<file path="src/rtl/alu_cmd_sequencer_pkg.sv">
// Shared definitions for the ALU command sequencer: FSM encoding, frame command
// bytes, the timeout error byte and the ALU function codes.
package alu_cmd_sequencer_pkg;

  localparam logic [7:0] CMD_ALU_OP  = 8'hCC;
  localparam logic [7:0] CMD_ALU_NOP = 8'hDD;
  localparam logic [7:0] ERR_BYTE    = 8'hEE;

  typedef enum logic [3:0] {
    ST_IDLE     = 4'd0,
    ST_GET_A    = 4'd1,
    ST_GET_B    = 4'd2,
    ST_GET_FUN  = 4'd3,
    ST_GATE_ON  = 4'd4,
    ST_RUN      = 4'd5,
    ST_WAIT_RES = 4'd6,
    ST_SEND_LO  = 4'd7,
    ST_SEND_HI  = 4'd8
  } seq_state_e;

  typedef enum logic [3:0] {
    ALU_ADD   = 4'h0,
    ALU_SUB   = 4'h1,
    ALU_MUL   = 4'h2,
    ALU_DIV   = 4'h3,
    ALU_AND   = 4'h4,
    ALU_OR    = 4'h5,
    ALU_NAND  = 4'h6,
    ALU_NOR   = 4'h7,
    ALU_XOR   = 4'h8,
    ALU_XNOR  = 4'h9,
    ALU_CMPEQ = 4'hA,
    ALU_CMPGT = 4'hB,
    ALU_CMPLT = 4'hC,
    ALU_SHR   = 4'hD,
    ALU_SHL   = 4'hE
  } alu_fun_e;

  // ALU clock gate is open from gate setup until the result arrives.
  function automatic logic gate_state(input seq_state_e st);
    logic on_s;
    case (st)
      ST_GATE_ON, ST_RUN, ST_WAIT_RES: on_s = 1'b1;
      default:                         on_s = 1'b0;
    endcase
    return on_s;
  endfunction

  function automatic logic rx_blocked_state(input seq_state_e st);
    logic blk_s;
    case (st)
      ST_GATE_ON, ST_RUN, ST_WAIT_RES, ST_SEND_LO, ST_SEND_HI: blk_s = 1'b1;
      default:                                                  blk_s = 1'b0;
    endcase
    return blk_s;
  endfunction

endpackage

</file>
<file path="src/rtl/alu_cmd_sequencer_if.sv">
// Bus bundle between the sequencer and its RX stream, ALU and TX path.
interface alu_cmd_sequencer_if #(
  parameter int DATA_WIDTH = 8
);
  logic [DATA_WIDTH-1:0]   Rx_data;
  logic                    Rx_valid;
  logic [2*DATA_WIDTH-1:0] ALU_out;
  logic                    ALU_valid;
  logic                    Tx_ready;
  logic [DATA_WIDTH-1:0]   ALU_A;
  logic [DATA_WIDTH-1:0]   ALU_B;
  logic [3:0]              ALU_FUN;
  logic                    ALU_EN;
  logic                    Gate_EN;
  logic [DATA_WIDTH-1:0]   Tx_data;
  logic                    Tx_valid;
  logic                    Busy;
  logic                    Err_cmd;
  logic                    Overrun;

  modport master (
    input  Rx_data, Rx_valid, ALU_out, ALU_valid, Tx_ready,
    output ALU_A, ALU_B, ALU_FUN, ALU_EN, Gate_EN, Tx_data, Tx_valid,
           Busy, Err_cmd, Overrun
  );

  modport slave (
    output Rx_data, Rx_valid, ALU_out, ALU_valid, Tx_ready,
    input  ALU_A, ALU_B, ALU_FUN, ALU_EN, Gate_EN, Tx_data, Tx_valid,
           Busy, Err_cmd, Overrun
  );
endinterface

</file>
<file path="src/rtl/alu_cmd_sequencer_timeout.sv">
// Loadable down-counter bounding the wait for the ALU result; expire flags the
// last allowed wait cycle.
module alu_seq_timeout #(
  parameter int TIMEOUT = 15
) (
  input  logic CLK,
  input  logic Reset,
  input  logic load,
  input  logic en,
  output logic expire
);
  localparam int CNT_W = $clog2(TIMEOUT + 1);

  logic [CNT_W-1:0] count_r;

  // Counter: load on entry to the wait, count down while waiting.
  always_ff @(posedge CLK) begin
    if (Reset) begin
      count_r <= {CNT_W{1'b0}};
    end else if (load) begin
      count_r <= CNT_W'(TIMEOUT);
    end else if (en && (count_r != {CNT_W{1'b0}})) begin
      count_r <= count_r - CNT_W'(1);
    end else begin
      count_r <= count_r;
    end
  end

  assign expire = en && (count_r == CNT_W'(1));
endmodule

</file>
<file path="src/rtl/alu_cmd_sequencer.sv">
// Frame-level ALU controller: parses RX command frames, drives the ALU with a
// gated clock and returns the result (or an error byte) over the TX handshake.
module alu_cmd_sequencer #(
  parameter int DATA_WIDTH = 8,
  parameter int TIMEOUT    = 15
) (
  input logic                 CLK,
  input logic                 Reset,
  alu_cmd_sequencer_if.master bus
);
  import alu_cmd_sequencer_pkg::*;

  localparam int RW = 2 * DATA_WIDTH;

  seq_state_e            state_r, state_nxt_s;
  logic [RW-1:0]         result_r, result_nxt_s;
  logic                  err_r, err_nxt_s;
  logic [DATA_WIDTH-1:0] a_r, a_nxt_s, b_r, b_nxt_s;
  logic [3:0]            fun_r, fun_nxt_s;
  logic                  err_cmd_r, err_cmd_nxt_s;
  logic                  overrun_r, overrun_nxt_s;
  logic                  alu_en_r, alu_en_nxt_s;
  logic                  gate_r, gate_nxt_s;
  logic                  busy_r, busy_nxt_s;
  logic                  tx_valid_r, tx_valid_nxt_s;
  logic [DATA_WIDTH-1:0] tx_data_r, tx_data_nxt_s;
  logic                  tmo_load_s, tmo_en_s, tmo_expire_s;

  alu_seq_timeout #(.TIMEOUT(TIMEOUT)) u_timeout (
    .CLK    (CLK),
    .Reset  (Reset),
    .load   (tmo_load_s),
    .en     (tmo_en_s),
    .expire (tmo_expire_s)
  );

  // Next-state, datapath and look-ahead output decode.
  always_comb begin
    state_nxt_s   = state_r;
    result_nxt_s  = result_r;
    err_nxt_s     = err_r;
    a_nxt_s       = a_r;
    b_nxt_s       = b_r;
    fun_nxt_s     = fun_r;
    err_cmd_nxt_s = 1'b0;
    tmo_load_s    = 1'b0;
    tmo_en_s      = 1'b0;

    case (state_r)
      ST_IDLE: begin
        if (bus.Rx_valid) begin
          if (bus.Rx_data == DATA_WIDTH'(CMD_ALU_OP)) begin
            state_nxt_s = ST_GET_A;
          end else if (bus.Rx_data == DATA_WIDTH'(CMD_ALU_NOP)) begin
            state_nxt_s = ST_GET_FUN;
          end else begin
            err_cmd_nxt_s = 1'b1;
          end
        end else begin
          state_nxt_s = ST_IDLE;
        end
      end
      ST_GET_A: begin
        if (bus.Rx_valid) begin
          a_nxt_s     = bus.Rx_data;
          state_nxt_s = ST_GET_B;
        end else begin
          state_nxt_s = ST_GET_A;
        end
      end
      ST_GET_B: begin
        if (bus.Rx_valid) begin
          b_nxt_s     = bus.Rx_data;
          state_nxt_s = ST_GET_FUN;
        end else begin
          state_nxt_s = ST_GET_B;
        end
      end
      ST_GET_FUN: begin
        if (bus.Rx_valid) begin
          fun_nxt_s   = bus.Rx_data[3:0];
          state_nxt_s = ST_GATE_ON;
        end else begin
          state_nxt_s = ST_GET_FUN;
        end
      end
      ST_GATE_ON: state_nxt_s = ST_RUN;
      ST_RUN: begin
        tmo_load_s  = 1'b1;
        err_nxt_s   = 1'b0;
        state_nxt_s = ST_WAIT_RES;
      end
      ST_WAIT_RES: begin
        tmo_en_s = 1'b1;
        // A result arriving on the expiry cycle is still taken.
        if (bus.ALU_valid) begin
          result_nxt_s = bus.ALU_out;
          state_nxt_s  = ST_SEND_LO;
        end else if (tmo_expire_s) begin
          result_nxt_s = {{DATA_WIDTH{1'b0}}, DATA_WIDTH'(ERR_BYTE)};
          err_nxt_s    = 1'b1;
          state_nxt_s  = ST_SEND_LO;
        end else begin
          state_nxt_s = ST_WAIT_RES;
        end
      end
      ST_SEND_LO: begin
        if (bus.Tx_ready) begin
          state_nxt_s = err_r ? ST_IDLE : ST_SEND_HI;
        end else begin
          state_nxt_s = ST_SEND_LO;
        end
      end
      ST_SEND_HI: begin
        if (bus.Tx_ready) begin
          state_nxt_s = ST_IDLE;
        end else begin
          state_nxt_s = ST_SEND_HI;
        end
      end
      default: state_nxt_s = ST_IDLE;
    endcase

    gate_nxt_s     = gate_state(state_nxt_s);
    alu_en_nxt_s   = (state_nxt_s == ST_RUN);
    busy_nxt_s     = (state_nxt_s != ST_IDLE);
    overrun_nxt_s  = bus.Rx_valid && rx_blocked_state(state_r);
    tx_valid_nxt_s = 1'b0;
    tx_data_nxt_s  = {DATA_WIDTH{1'b0}};
    case (state_nxt_s)
      ST_SEND_LO: begin
        tx_valid_nxt_s = 1'b1;
        tx_data_nxt_s  = result_nxt_s[DATA_WIDTH-1:0];
      end
      ST_SEND_HI: begin
        tx_valid_nxt_s = 1'b1;
        tx_data_nxt_s  = result_nxt_s[RW-1:DATA_WIDTH];
      end
      default: begin
        tx_valid_nxt_s = 1'b0;
        tx_data_nxt_s  = {DATA_WIDTH{1'b0}};
      end
    endcase
  end

  // State, operand/result registers and registered outputs.
  always_ff @(posedge CLK) begin
    if (Reset) begin
      state_r    <= ST_IDLE;
      result_r   <= {RW{1'b0}};
      err_r      <= 1'b0;
      a_r        <= {DATA_WIDTH{1'b0}};
      b_r        <= {DATA_WIDTH{1'b0}};
      fun_r      <= 4'h0;
      err_cmd_r  <= 1'b0;
      overrun_r  <= 1'b0;
      alu_en_r   <= 1'b0;
      gate_r     <= 1'b0;
      busy_r     <= 1'b0;
      tx_valid_r <= 1'b0;
      tx_data_r  <= {DATA_WIDTH{1'b0}};
    end else begin
      state_r    <= state_nxt_s;
      result_r   <= result_nxt_s;
      err_r      <= err_nxt_s;
      a_r        <= a_nxt_s;
      b_r        <= b_nxt_s;
      fun_r      <= fun_nxt_s;
      err_cmd_r  <= err_cmd_nxt_s;
      overrun_r  <= overrun_nxt_s;
      alu_en_r   <= alu_en_nxt_s;
      gate_r     <= gate_nxt_s;
      busy_r     <= busy_nxt_s;
      tx_valid_r <= tx_valid_nxt_s;
      tx_data_r  <= tx_data_nxt_s;
    end
  end

  assign bus.ALU_A    = a_r;
  assign bus.ALU_B    = b_r;
  assign bus.ALU_FUN  = fun_r;
  assign bus.ALU_EN   = alu_en_r;
  assign bus.Gate_EN  = gate_r;
  assign bus.Tx_data  = tx_data_r;
  assign bus.Tx_valid = tx_valid_r;
  assign bus.Busy     = busy_r;
  assign bus.Err_cmd  = err_cmd_r;
  assign bus.Overrun  = overrun_r;
endmodule
</file>
<file path="src/flat_wrapper.sv">
// flat-port wrapper written by rule: the top's interface ports become plain ports
module alu_cmd_sequencer_flat import alu_cmd_sequencer_pkg::*;
#(
  parameter int DATA_WIDTH = 8,
  parameter int TIMEOUT    = 15
)
  (CLK, Reset, bus_Rx_data, bus_Rx_valid, bus_ALU_out, bus_ALU_valid, bus_Tx_ready, bus_ALU_A, bus_ALU_B, bus_ALU_FUN, bus_ALU_EN, bus_Gate_EN, bus_Tx_data, bus_Tx_valid, bus_Busy, bus_Err_cmd, bus_Overrun);
  alu_cmd_sequencer_if #(.DATA_WIDTH(DATA_WIDTH)) bus_i ();
  input logic CLK;
  input logic Reset;
  input wire logic [$bits(bus_i.Rx_data)-1:0] bus_Rx_data;
  input wire logic [$bits(bus_i.Rx_valid)-1:0] bus_Rx_valid;
  input wire logic [$bits(bus_i.ALU_out)-1:0] bus_ALU_out;
  input wire logic [$bits(bus_i.ALU_valid)-1:0] bus_ALU_valid;
  input wire logic [$bits(bus_i.Tx_ready)-1:0] bus_Tx_ready;
  output wire logic [$bits(bus_i.ALU_A)-1:0] bus_ALU_A;
  output wire logic [$bits(bus_i.ALU_B)-1:0] bus_ALU_B;
  output wire logic [$bits(bus_i.ALU_FUN)-1:0] bus_ALU_FUN;
  output wire logic [$bits(bus_i.ALU_EN)-1:0] bus_ALU_EN;
  output wire logic [$bits(bus_i.Gate_EN)-1:0] bus_Gate_EN;
  output wire logic [$bits(bus_i.Tx_data)-1:0] bus_Tx_data;
  output wire logic [$bits(bus_i.Tx_valid)-1:0] bus_Tx_valid;
  output wire logic [$bits(bus_i.Busy)-1:0] bus_Busy;
  output wire logic [$bits(bus_i.Err_cmd)-1:0] bus_Err_cmd;
  output wire logic [$bits(bus_i.Overrun)-1:0] bus_Overrun;
  assign bus_i.Rx_data = bus_Rx_data;
  assign bus_i.Rx_valid = bus_Rx_valid;
  assign bus_i.ALU_out = bus_ALU_out;
  assign bus_i.ALU_valid = bus_ALU_valid;
  assign bus_i.Tx_ready = bus_Tx_ready;
  assign bus_ALU_A = bus_i.ALU_A;
  assign bus_ALU_B = bus_i.ALU_B;
  assign bus_ALU_FUN = bus_i.ALU_FUN;
  assign bus_ALU_EN = bus_i.ALU_EN;
  assign bus_Gate_EN = bus_i.Gate_EN;
  assign bus_Tx_data = bus_i.Tx_data;
  assign bus_Tx_valid = bus_i.Tx_valid;
  assign bus_Busy = bus_i.Busy;
  assign bus_Err_cmd = bus_i.Err_cmd;
  assign bus_Overrun = bus_i.Overrun;
  alu_cmd_sequencer #(.DATA_WIDTH(DATA_WIDTH), .TIMEOUT(TIMEOUT)) u_core (.CLK(CLK), .Reset(Reset), .bus(bus_i));
endmodule
</file>
<file path="config.mk">
export PLATFORM = sky130hd
export DESIGN_NAME = alu_cmd_sequencer_flat
export DESIGN_NICKNAME = d
export VERILOG_FILES = /design/src/rtl/alu_cmd_sequencer_pkg.sv /design/src/rtl/alu_cmd_sequencer_if.sv /design/src/rtl/alu_cmd_sequencer_timeout.sv /design/src/rtl/alu_cmd_sequencer.sv /design/src/flat_wrapper.sv
export SDC_FILE = /design/constraint.sdc
export NUM_CORES = 1
export LEC_CHECK = 0
export CORE_MARGIN = 4
export CORE_UTILIZATION = 24
export DETAILED_ROUTE_END_ITERATION = 10
export PLACE_DENSITY = 0.57
export SKIP_CTS_REPAIR_TIMING = 1
export SYNTH_ARGS = -nofsm -noshare
export SYNTH_HDL_FRONTEND = slang
export SYNTH_SLANG_ARGS = --single-unit
</file>
<file path="constraint.sdc">
create_clock -name CLK -period 2.8 [get_ports CLK]
set_input_delay 0.56 -clock CLK [delete_from_list [all_inputs] [get_ports CLK]]
set_output_delay 0.56 -clock CLK [all_outputs]
set_load 0.1 [all_outputs]
</file>
# After elaboration in Yosys (flattened, before gate mapping)
# Index checks and enable logic that the tools add are counted.
[word_totals]
regBits = 59
latchBits = 0
ram_bits = 0
rom_bits = 0
output_inout_bits = 34
elab_cells = 78
memories = 0
[op_classes]
n_addsub = 1
mul = 0
div_mod_pow = 0
magnitude_cmp = 0
n_eq_ne = 18
shift = 0
muxes = 27
bitwise_logic = 2
reduce_logical = 16
[ops]
columns = ["cell", "count"]
rows = [
  ["$mux W16", 3],
  ["$mux W4", 9],
  ["$pmux W4 S9", 1],
  ["$eq A4 B3 Y1 const B", 8],
  ["$eq A8 B8 Y1 const B", 2],
  ["$pmux W8 S2", 1],
  ["$mux W1", 10],
  ["$eq A4 B1 Y1 const B", 2],
  ["$eq A4 B2 Y1 const B", 2],
  ["$eq A4 B4 Y1 const B", 2],
  ["$reduce_bool A4 Y1", 2],
  ["$reduce_and A2 Y1", 3],
  ["$reduce_or A5 Y1", 1],
  ["$logic_not A4 Y1", 1],
  ["$reduce_bool A2 Y1", 2],
  ["$reduce_or A4 Y1", 1],
  ["$sub A4 B1 Y4 const B", 1],
  ["$logic_and A1 B1 Y1", 3],
  ["$mux W3", 1],
  ["$reduce_and A3 Y1", 1],
  ["$reduce_or A3 Y1", 1],
  ["$mux W2", 1],
  ["$ne A2 B1 Y1 const B", 1],
  ["$ne A2 B2 Y1 const B", 1],
  ["other kinds (3)", 4],
]

# Logic depth before layout (Yosys ltp)
[depth]
ltp_word = 9
depth_mapped = 7
depth_no_buf = 6

# Hierarchy
# Synthesis repeated with hierarchy kept, for this count alone.
[unflattened]
hier_cells = 244
hier_area_um2 = 2453.6
[modules_own_cells]
columns = ["mod", "n_inst", "cells_per_inst", "area_per_inst_um2", "seq_area_each_um2"]
rows = [
  ["alu_cmd_sequencer", 1, 217, 2213.4, 1101.1],
  ["alu_seq_timeout", 1, 27, 240.2, 80.1],
]

# Least setup slack after synthesis
# No wires, ideal clock.
[synth_timing]
kind = "flip-flop to flip-flop"
from = "register u_core.state_r[0]"
to = "register u_core.tx_data_r[1], in the netlist u_core.bus.Tx_data[1]"
t_arrival_ns = 1.584
t_required_ns = 2.722
slack_ns = 1.137
path_stages_with_launch = 7
path_buffers = 2
path_cell_list = "dfxtp_1 buf_6 or3_1 o32a_1 or2_0 buf_6 o22ai_1"
[synth_between]
elab_chain_cells = 8
elab_cells_between_ends = 23
[synth_lines]
columns = ["element", "line_no", "source"]
rows = [
  ["start, declared", "alu_cmd_sequencer.sv:15", "seq_state_e state_r, state_nxt_s;"],
  ["start signal, assigned", "alu_cmd_sequencer.sv:163", "state_r <= state_nxt_s;"],
  ["$eq A4 B3 Y1", "alu_cmd_sequencer.sv:49", "case (state_r)"],
  ["$mux W1", "alu_cmd_sequencer.sv:49", ""],
  ["$logic_and A1 B1 Y1", "alu_cmd_sequencer_timeout.sv:29", "assign expire = en && (count_r == CNT_W'(1));"],
  ["$mux W1", "alu_cmd_sequencer.sv:99", "end else if (tmo_expire_s) begin"],
  ["$mux W4", "alu_cmd_sequencer.sv:96", "if (bus.ALU_valid) begin"],
  ["$pmux W4 S9", "alu_cmd_sequencer.sv:49", ""],
  ["$eq A4 B4 Y1 / $eq A4 B3 Y1 (equally long branches)", "alu_cmd_sequencer.sv:130", "case (state_nxt_s)"],
  ["$pmux W8 S2 *", "alu_cmd_sequencer.sv:130", ""],
  ["end signal, assigned", "alu_cmd_sequencer.sv:161", "tx_data_r <= {DATA_WIDTH{1'b0}};"],
  ["end signal, assigned", "alu_cmd_sequencer.sv:175", "tx_data_r <= tx_data_nxt_s;"],
  ["end, declared", "alu_cmd_sequencer.sv:26", "logic [DATA_WIDTH-1:0] tx_data_r, tx_data_nxt_s;"],
]
# Every way passes the cells marked *; elsewhere a longest branch is shown, timed or not.
# A chain may end at the register's enable or synchronous reset.

# Final worst setup path
[layout_timing]
from = "input bus_Rx_valid"
to = "register u_core.gate_r, in the netlist u_core.bus.Gate_EN"
[layout_between]
elab_chain_cells = 5
elab_cells_between_ends = 10
[layout_lines]
columns = ["element", "line_no", "source"]
rows = [
  ["start, declared", "flat_wrapper.sv:12", "input wire logic [$bits(bus_i.Rx_valid)-1:0] bus_Rx_valid;"],
  ["$mux W3 (tied with other cells)", "alu_cmd_sequencer.sv:80", "if (bus.Rx_valid) begin"],
  ["$pmux W4 S9 *", "alu_cmd_sequencer.sv:49", ""],
  ["$eq A4 B3 Y1", "alu_cmd_sequencer_pkg.sv:42", "case (st)"],
  ["$reduce_or A3 Y1 *", "alu_cmd_sequencer_pkg.sv:42", ""],
  ["$mux W1 *", "alu_cmd_sequencer_pkg.sv:42", ""],
  ["end signal, assigned", "alu_cmd_sequencer.sv:172", "gate_r <= gate_nxt_s;"],
  ["end, declared", "alu_cmd_sequencer.sv:23", "logic gate_r, gate_nxt_s;"],
]
# Marked as above.

==> reports/summary.log <==
INFO  layout         layout-area-overhead-vs-synth=37.3%
INFO  cts            cts.sinks=59
INFO  synth          synth-edff-count=0
INFO  cts            cts-buffers-inserted=9
INFO  synth          synth_flop_cell=sky130_fd_sc_hd__dfxtp_1
INFO  floorplanning  fp.dieArea=11,100um2
INFO  synth          postSynthAreaPerCell=9.49um2
INFO  synth          count_of_synthesis_stage_warnings_from_yosys=0
INFO  critical_path  cp-end-kind=flip-flop
INFO  layout         antenna_cells_inserted=0
INFO  worst_hold_path min-delay-start=u_core.bus.ALU_A[5]
INFO  global_routing grt_pass1_vias=1,890
INFO  timing         grt_setup_unrepaired=no
INFO  timing         hold_viol_final=0
INFO  synth          netlist_top_cells_area=sky130_fd_sc_hd__dfxtp_1, sky130_fd_sc_hd__mux2i_1, sky130_fd_sc_hd__nor2_1, sky130_fd_sc_hd__a22oi_1, sky130_fd_sc_hd__nand2_1
INFO  power          static_leak=1.28nW
INFO  route          drt_first_pass_iters=4
INFO  floorplanning  core.rowCount=35
INFO  power          power.ir.vdd_worst=203uV
INFO  synth          synth_top_area_share=51.9%
INFO  placed_design  buffer_ports.inserted=62
INFO  worst_hold_path hold-path-cell-count=2
INFO  timing         post-route-min-period=2.05ns
INFO  synth          synth.largest_area_cell=sky130_fd_sc_hd__dfxtp_1
INFO  power          fin_total_pwr=1.69mW
INFO  cts            clock_tree.htree_level_count=3
INFO  cts            clk_pin_slew=0.06ns
INFO  critical_path  critPathMaxFanout=6
INFO  synth          netlist_top_cells_count=sky130_fd_sc_hd__dfxtp_1, sky130_fd_sc_hd__nor2_1, sky130_fd_sc_hd__nand2_1
INFO  route          finalWirelength=5760um
INFO  synth          syn-instance-count=240
INFO  placed_design  gpl.final_weighted_congestion=0.763
INFO  critical_path  critical_path_class=in2reg
INFO  synth          ys_async_sr_fraction=0%
INFO  layout         fillers=974
INFO  layout         final_layout_size_suffix_gt1_share=17.9%
INFO  global_routing global_router_s_overall_resource_usage=10.5%
INFO  critical_path  setup.worst_path.start_class=input pin
INFO  critical_path  r2r_start=u_core.state_r[0]
INFO  run            max-cap-violations=0
INFO  synth          mappedNetlistArea=2280um2
INFO  floorplanning  die_width=105um
INFO  floorplanning  coreArea=9240um2
INFO  timing         fin_skew=0.0105ns
INFO  timing         worst-slew-pin-transition=0.748ns
INFO  run_status     run_status=finished clean
INFO  route          vias=1,965
INFO  floorplanning  boundaryPins=63
INFO  critical_path  worst_setup_slack_for_register_to_register_paths=0.80ns
INFO  cts            cts-root-to-sink-buffers=2
INFO  worst_hold_path whs_endpoint=u_core.bus.ALU_A[5]
INFO  timing         slew_viol_final=0
INFO  timing         timing.slew.headroom=49.8%
INFO  timing         max_clock_freq=487MHz
INFO  route          antenna_left=0
INFO  timing         setup_violations=0
INFO  global_routing grt_first_pass_wirelength=9260um
INFO  route          vias_per_cell=4.50
INFO  worst_hold_path hold_class=reg2reg
INFO  global_routing grt_overflow_total=0
INFO  critical_path  timing.critical_path.arrival=2.27ns
INFO  cts            cts_tree=done
INFO  layout         num-nets-final=334
INFO  placed_design  dp_hpwl=4180um
INFO  synth          synth-seq-cells=59
INFO  synth          mappedNetlistNets=271
INFO  route          drcViolationCount=0
INFO  floorplanning  initial_util=24.6%
INFO  timing         final.period_utilization=73.3%
INFO  cts            clockRootBuffer=sky130_fd_sc_hd__clkbuf_8
INFO  floorplanning  fp.dieH=105um
INFO  critical_path  endpoint_of_the_lowest_slack_register_to_register_path=u_core.bus.Tx_data[2]
INFO  power          power-per-cell-area=542nW/um2
INFO  synth          synth_seq_area_share=51.9%
INFO  synth          post-synth-top-count-cell=sky130_fd_sc_hd__dfxtp_1
INFO  critical_path  crit_required=3.02ns
INFO  critical_path  reg2reg_depth=4
INFO  global_routing grt_start_max_net_pins=39
INFO  synth          ys_types=46
INFO  route          drt_iter0_markers=52
INFO  timing         setup_total_negative_slack=0ns
INFO  route          drt-wirelength-per-cell=13.2um
INFO  global_routing antenna_found_initial=0
INFO  cts            clk-insertion-delay-late=0.33ns
==> cells in the final DEF (no fill, tap or decap), types with 2 or more instances in the layout <==
cell	netlist	routed
sky130_fd_sc_hd__a21oi_1	12	12
sky130_fd_sc_hd__clkdlybuf4s50_1	0	28
sky130_fd_sc_hd__nand3_1	12	12
sky130_fd_sc_hd__o32a_1	2	2
sky130_fd_sc_hd__nand2b_1	2	2
sky130_fd_sc_hd__nor2b_1	2	2
sky130_fd_sc_hd__o32ai_1	2	2
sky130_fd_sc_hd__xnor2_1	2	2
sky130_fd_sc_hd__o22ai_1	7	7
sky130_fd_sc_hd__dfxtp_1	59	59
sky130_fd_sc_hd__a31oi_1	2	2
sky130_fd_sc_hd__a22oi_1	10	10
sky130_fd_sc_hd__nor3b_1	4	4
sky130_fd_sc_hd__buf_4	0	38
sky130_fd_sc_hd__clkbuf_1	8	2
sky130_fd_sc_hd__nor2_1	28	28
sky130_fd_sc_hd__clkinvlp_4	0	2
sky130_fd_sc_hd__o21a_1	3	3
sky130_fd_sc_hd__inv_1	13	13
sky130_fd_sc_hd__nand2_1	18	18
sky130_fd_sc_hd__o221ai_1	6	6
sky130_fd_sc_hd__nor3_1	2	2
sky130_fd_sc_hd__mux2i_1	15	15
sky130_fd_sc_hd__clkbuf_8	0	10
sky130_fd_sc_hd__ha_1	2	2
==> how the worst max path moves through the flow <==
| stage | start | depth (start not counted) | slack [ns] | endpoint |
|---|---|---|---|---|
| after detailed placement | bus_Rx_valid | 5 | 0.40 | u_core.bus.Gate_EN |
| after global placement | bus_Tx_ready | 5 | 0.44 | u_core.bus.Tx_data[2] |
| after global routing | bus_Rx_valid | 5 | 0.52 | u_core.bus.Gate_EN |
| after CTS | bus_Rx_valid | 5 | 0.76 | u_core.bus.Gate_EN |
| final | bus_Rx_valid | 5 | 0.75 | u_core.bus.Gate_EN |
| after floorplan | u_core.state_r[0] | 6 | 1.14 | u_core.bus.Tx_data[1] |
==> critical path: stages <==
cell                              delay (ns)
sky130_fd_sc_hd__clkdlybuf4s50_1        0.55
sky130_fd_sc_hd__nor3b_1                0.44
sky130_fd_sc_hd__nand2_1                0.17
sky130_fd_sc_hd__o32a_1                 0.36
sky130_fd_sc_hd__o21ba_1                0.19
==> flip-flops by register name, indices dropped and copies added (netlist names), 4 cells and up <==
name / flops
u_core.bus.Tx_data: 8
u_core.result_r: 16
u_core.bus.ALU_A: 8
u_core.bus.ALU_B: 8
u_core.bus.ALU_FUN: 4
u_core.u_timeout.count_r: 4
u_core.state_r: 4
==> where the power goes <==
group	switching [mW]	internal (mW)
Sequential	0.00135	0.841
Combinational	0.0475	0.0449
Clock	0.325	0.434
==> cell families after synthesis <==
family | Yosys count | synth area share (%)
buf+inv | 29 | 5.66
compound gates | 54 | 17.1
fa+ha+maj | 2 | 1.10
simple gates | 79 | 16.9
mux | 15 | 6.59
flops | 59 | 51.9
xor+xnor | 2 | 0.769
==> metal layers <==
metal  part of all wire, %  up-vias  global-route usage (%)
li1                      -      975                       -
met1                    48      923                    13.5
met2                    44       58                    15.2
met3                   6.3        9                    3.67
met4                   1.9        0                    5.90
met5                     0        -                       0
==> stage by stage <==
| step | util, % | instances | hold WS, ns | cell area (um2) | setup WS, ns |
|---|---|---|---|---|---|
| 6_report | 33.8 | 437 | 0.460 | 3130 | 0.748 |
| 5_1_grt | 33.8 | 437 | 0.480 | 3130 | 0.517 |
| 4_1_cts | 33.8 | 437 | 0.464 | 3130 | 0.756 |
| 3_5_place_dp | 31.7 | 421 | 0.452 | 2930 | 0.404 |
| 3_3_place_gp | 31.7 | 421 | 0.449 | 2930 | 0.441 |
| 2_1_floorplan | - | 240 | 0.460 | 2280 | 1.14 |
==> final cells by class <==
class / instances / area, um2 / share of cell area (%)
Inverter: 15 / 56.3 / 1.80
Tap cell: 129 / 161 / 5.16
Timing Repair Buffer: 66 / 566 / 18.1
Multi-Input combinational cell: 152 / 967 / 30.9
Clock inverter: 4 / 50.0 / 1.60
Clock buffer: 12 / 145 / 4.64
Sequential cell: 59 / 1180 / 37.8
No activity file was read; power rests on OpenSTA's default activity.
